**config.mk**
```make
export PLATFORM = sky130hd
export DESIGN_NAME = multicycle_ctrl
export DESIGN_NICKNAME = d
export VERILOG_FILES = /design/src/rtl/multicycle_ctrl.sv
export SDC_FILE = /design/constraint.sdc
export NUM_CORES = 1
export LEC_CHECK = 0
export BUFFER_PORTS_ARGS = -buffer_cell sky130_fd_sc_hd__buf_2
export CAP_MARGIN = 20
export CORE_MARGIN = 8
export CORE_UTILIZATION = 45
export DETAILED_ROUTE_END_ITERATION = 10
export PLACE_DENSITY = 0.75
export SLEW_MARGIN = 30
export SYNTH_ARGS = -nofsm -noshare
export SYNTH_HDL_FRONTEND = slang
export SYNTH_SLANG_ARGS = --single-unit
```
**constraint.sdc**
```tcl
create_clock -name clk -period 5.8 [get_ports clk]
set_input_delay 0.29 -clock clk [delete_from_list [all_inputs] [get_ports clk]]
set_output_delay 0.29 -clock clk [all_outputs]
set_load 0.01 [all_outputs]
```
**src/rtl/multicycle_ctrl.sv**
```systemverilog
// multicycle_ctrl: multi-cycle RV32I control FSM.
// Sequences fetch/decode/execute/memory/writeback over one shared memory
// port with a ready handshake, qualifies the decoder's control bits into
// per-cycle enables, traps on memory timeout or unsupported opcodes, halts
// at instruction boundaries on request and counts retired instructions.
module multicycle_ctrl #(
    parameter int unsigned MEM_TIMEOUT = 15
) (
    input  logic        clk,
    input  logic        rst_n,
    input  logic [6:0]  opcode,
    input  logic        dec_reg_write,
    input  logic        dec_mem_read,
    input  logic        dec_mem_write,
    input  logic        dec_mem_to_reg,
    input  logic        mem_ready,
    input  logic        halt_req,
    output logic        mem_req,
    output logic        mem_we,
    output logic        addr_sel,
    output logic        ir_we,
    output logic        pc_we,
    output logic        reg_we,
    output logic        mem_to_reg,
    output logic [2:0]  state,
    output logic        halted,
    output logic        fault,
    output logic [31:0] instret
);

    typedef enum logic [2:0] {
        S_FETCH  = 3'd0,
        S_DECODE = 3'd1,
        S_EXEC   = 3'd2,
        S_MEM    = 3'd3,
        S_WB     = 3'd4,
        S_HALT   = 3'd5,
        S_FAULT  = 3'd6
    } state_t;

    state_t      r_state;
    state_t      w_next;
    logic [31:0] r_wait_cnt;
    logic [31:0] r_instret;
    logic        w_timeout;
    logic        w_retire;
    logic        w_valid_op;
    logic        w_in_wait;

    // Only R-ALU, I-ALU, load and store are implemented; anything else traps.
    assign w_valid_op = (opcode == 7'b0110011) || (opcode == 7'b0010011) ||
                        (opcode == 7'b0000011) || (opcode == 7'b0100011);

    assign w_in_wait = (r_state == S_FETCH) || (r_state == S_MEM);

    // Timeout fires on the not-ready cycle after MEM_TIMEOUT not-ready cycles.
    assign w_timeout = (MEM_TIMEOUT != 0) && !mem_ready &&
                       (r_wait_cnt == MEM_TIMEOUT);

    assign state   = r_state;
    assign instret = r_instret;

    // Next-state logic and per-state enables (Moore plus ready-gated Mealy).
    always_comb begin
        w_next     = r_state;
        w_retire   = 1'b0;
        mem_req    = 1'b0;
        mem_we     = 1'b0;
        addr_sel   = 1'b0;
        ir_we      = 1'b0;
        pc_we      = 1'b0;
        reg_we     = 1'b0;
        mem_to_reg = 1'b0;
        halted     = 1'b0;
        fault      = 1'b0;
        case (r_state)
            S_FETCH: begin
                mem_req = 1'b1;
                ir_we   = mem_ready;
                if (mem_ready)      w_next = S_DECODE;
                else if (w_timeout) w_next = S_FAULT;
            end
            S_DECODE: begin
                w_next = w_valid_op ? S_EXEC : S_FAULT;
            end
            S_EXEC: begin
                w_next = (dec_mem_read || dec_mem_write) ? S_MEM : S_WB;
            end
            S_MEM: begin
                mem_req  = 1'b1;
                addr_sel = 1'b1;
                mem_we   = dec_mem_write;
                if (mem_ready) begin
                    if (dec_mem_write) begin
                        pc_we    = 1'b1;
                        w_retire = 1'b1;
                        w_next   = halt_req ? S_HALT : S_FETCH;
                    end else begin
                        w_next = S_WB;
                    end
                end else if (w_timeout) begin
                    w_next = S_FAULT;
                end
            end
            S_WB: begin
                reg_we     = dec_reg_write;
                mem_to_reg = dec_mem_to_reg;
                pc_we      = 1'b1;
                w_retire   = 1'b1;
                w_next     = halt_req ? S_HALT : S_FETCH;
            end
            S_HALT: begin
                halted = 1'b1;
                if (!halt_req) w_next = S_FETCH;
            end
            S_FAULT: begin
                fault = 1'b1;
            end
            default: begin
                w_next = S_FAULT;
            end
        endcase
    end

    // State register.
    always_ff @(posedge clk or negedge rst_n) begin
        if (!rst_n) r_state <= S_FETCH;
        else        r_state <= w_next;
    end

    // Wait counter: restarts on every state change, so entering FETCH or MEM
    // always begins from zero; saturates so a disabled timeout never wraps.
    always_ff @(posedge clk or negedge rst_n) begin
        if (!rst_n)
            r_wait_cnt <= '0;
        else if (w_next != r_state)
            r_wait_cnt <= '0;
        else if (w_in_wait && !mem_ready && (r_wait_cnt != '1))
            r_wait_cnt <= r_wait_cnt + 32'd1;
    end

    // Retired instruction counter, wraps naturally.
    always_ff @(posedge clk or negedge rst_n) begin
        if (!rst_n)        r_instret <= '0;
        else if (w_retire) r_instret <= r_instret + 32'd1;
    end

endmodule

```
==> results by group <==
Synth
  – Synth Register Bits: 67
  – YS warnings: 0
  – Syn nets: 391
  – EDFF count, synth: 0
  – Fraction of the yosys area taken by sequential cells: 0.474
  – Syn Inst Count: 374
  – Post-synth top area share: 0.474
  – Distinct cells, synth: 47
  – Syn Area/Cell: 9.46 um^2
  – Most used DFF post-synth: dfrtp_1
  – Synth area leader: dfrtp_1
  – Ys async rst share: 1.00
  – Mapped Area: 3540 um^2
  – Top cells by area, synth: dfrtp_1 (47%), xnor2_1 (12%), nor2_1 (5.2%)

Place
  – Placed Cells: 519
  – Dpl hpwl: 5420 um
  – PortBufs: 56
  – Routability cong.: 0.765
  – Setup slack at placement: 3.10 ns

STA
  – TNS Setup: 0 ns
  – Final Hold Vio Count: 0
  – Minimum clock period: 2.68 ns
  – Period utilisation layout: 0.462
  – Slew headroom: 0.427
  – F_max: 0.374 GHz
  – Clock skew: 0.00674 ns
  – Final setup viols: 0
  – Final worst slack: 3.12 ns
  – Worst-margin pin slew: 0.852 ns
  – Max-slew violations: 0
  – Unrepaired setup endpoints after global routing: false

Critical path
  – CP Data Arrival Time: 2.90 ns
  – Capturing element type of the critical path: register
  – Crit path kind: reg -> reg
  – Crit start category: register
  – WP data required: 6.02 ns
  – Worst flop-to-flop path endpoint: instret[31]$_DFFE_PN0P_
  – R2r setup slk: 3.12 ns
  – Worst Path Buf+Inv: 0
  – Crit-path max FO: 24
  – Family with the most delay on the worst path: simple AND/OR/NAND/NOR gates
  – Max incr delay on CP: 0.61 ns
  – Reg-to-reg startpoint: state[2]$_DFF_PN0_
  – Reg2Reg Depth: 6
  – Slowest CP cell: dfrtp_1
  – Critical-path cell list: nand2b_1, o2bb2a_1, nor3_1, and3_1, nand4_1, xnor2_1

Layout
  – Area growth, synth to finish: 15.3%
  – Post-Layout Cell Count: 535
  – Filler cell count in the final layout: 758
  – Share of post-route cells with drive strength above 1: 0.187
  – Commonest cells after routing, fill and taps aside: dfrtp_1 (67), buf_2 (56), nor2_1 (49)
  – # diodes: 0
  – Commonest non-fill, non-tap cell in the layout: dfrtp_1
  – Nets: 445

Route
  – DRC: 0
  – Met2 routed wirelength: 3720 um
  – Metal-1 WL: 3550 um
  – Via density: 5.46
  – Highest Signal Layer: met4
  – Wire length per cell: 14.3 um
  – DR pass1 iterations: 4
  – Met3 routed WL: 309 um
  – Post-route ant nets: 0
  – Post-Route WL: 7640 um
  – Iter 0 DRT Violations: 147
  – Via count: 2919

Power and ir drop
  – Comb pwr share: 0.288
  – PwrDens: 317 nW/um^2
  – Flop pwr share: 0.442
  – NetSw: 0.489 mW
  – Clock Power Share: 0.270
  – Final Total Pwr: 1.29 mW
  – Switching Share: 0.378
  – Leakage: 1.87 nW
  – Internal: 0.804 mW
  – VDD IR-drop max: 0.000232 V

Floorplan
  – Die Y: 105 um
  – Die X-Extent: 105 um
  – Num rows: 32
  – Die ar.: 11000 um^2
  – Area of the core: 7690 um^2
  – Initial Utilization: 0.460
  – Ports: 59

Job
  – Max-Cap Viols: 0

Global routing
  – Largest net degree at the start of global routing: 68
  – Grt ovf: 0
  – Gr usage total: 0.144
  – Number of antenna violations at the first check in global routing: 0
  – Global-route wire length before repair: 13500 um
  – Vias in the first global route: 3001

CTS
  – Clk root buf: clkbuf_8
  – Number of setup buffers added after CTS: 0
  – CTS clk-pin slew, worst paths: 0.07 ns
  – TritonCTS Buffers: 9
  – CTS tree: done
  – Hold-fix buffers, CTS: 0
  – CTS max path bufs: 2
  – CTS Sinks: 67
  – Worst-Skew Late Latency: 0.34 ns
  – H-tree depth: 3
  – # resized after CTS: 0

Hold path
  – Hold/Removal Path Class: in -> async

Status
  – Status: finished clean
## synthesized netlist by cell type, types with 2 or more instances
cell type,number
a21oi_1,14
ha_1,2
nand2b_1,2
a211o_1,2
inv_1,7
nor4_1,12
a211oi_1,4
nand2_1,31
xnor2_1,48
nor2_1,49
xor2_1,12
and4_1,7
clkbuf_1,7
dfrtp_1,67
nand3_1,25
buf_2,7
mux2i_1,2
o21ai_0,5
nand4_1,15
nor3_1,10
and3_1,16
or3_1,3
or2_2,3
## flip-flops by register name (all words and copies together) (netlist names)
register and cells:
r_wait_cnt 32, instret 32, state 3
## per-layer routing
| layer | up-vias | global-route usage |
|---|---|---|
| li1 | 1428 | - |
| met1 | 1415 | 0.179 |
| met2 | 69 | 0.241 |
| met3 | 7 | 0.0356 |
| met4 | 0 | 0.0459 |
| met5 | - | 0 |
## power by group through the flow
stage | Clock (mW) | Combinational, mW | Sequential (mW)
after global placement | 0 | 0.367 | 0.577
final | 0.349 | 0.372 | 0.572
after floorplan | 0 | 0.280 | 0.552
after CTS | 0.359 | 0.376 | 0.571
after detailed placement | 0 | 0.375 | 0.580
after global routing | 0.381 | 0.412 | 0.580
## logic make-up after synthesis
family / count (synthesis) / synth area share
adder cells (fa/ha/maj): 2 / 0.00707
AND/OR/NAND/NOR: 180 / 0.259
XOR/XNOR: 60 / 0.148
buffers and inverters: 22 / 0.0279
flip-flops: 67 / 0.474
AO/OA/AOI/OAI: 41 / 0.0785
multiplexers: 2 / 0.00566
## final cells by class
class | instances | area [um^2] | area share
clock buffers | 10 | 138 | 0.0337
clock inverters | 6 | 41.3 | 0.0101
inverters | 7 | 26.3 | 0.00644
multi-input cells | 285 | 1770 | 0.434
flip-flops and latches | 67 | 1680 | 0.411
well taps | 102 | 128 | 0.0313
repair buffers | 58 | 299 | 0.0733
## per-stage QoR
stage               instance area, um^2   util  hold slack (ns)
finish                             4080  0.531           0.0408
global route                       4080  0.531           0.0828
CTS                                4080  0.530            0.176
detailed placement                 3900  0.507            0.474
global placement                   3900  0.507            0.460
floorplan                          3540      -         -0.00559
## worst max-delay path by stage
stage	startpoint	endpoint	slack (ns)	depth (start not counted)
after global routing	state[0]$_DFF_PN0_	r_wait_cnt[24]$_DFFE_PN0P_	2.89	6
final	state[2]$_DFF_PN0_	instret[31]$_DFFE_PN0P_	3.12	6
after floorplan	state[0]$_DFF_PN0_	r_wait_cnt[15]$_DFFE_PN0P_	3.58	6
after global placement	state[0]$_DFF_PN0_	r_wait_cnt[24]$_DFFE_PN0P_	3.14	6
after detailed placement	state[0]$_DFF_PN0_	r_wait_cnt[24]$_DFFE_PN0P_	3.10	6
after CTS	state[0]$_DFF_PN0_	r_wait_cnt[24]$_DFFE_PN0P_	3.07	6
Note: power is estimated with default switching activity, not from simulation.
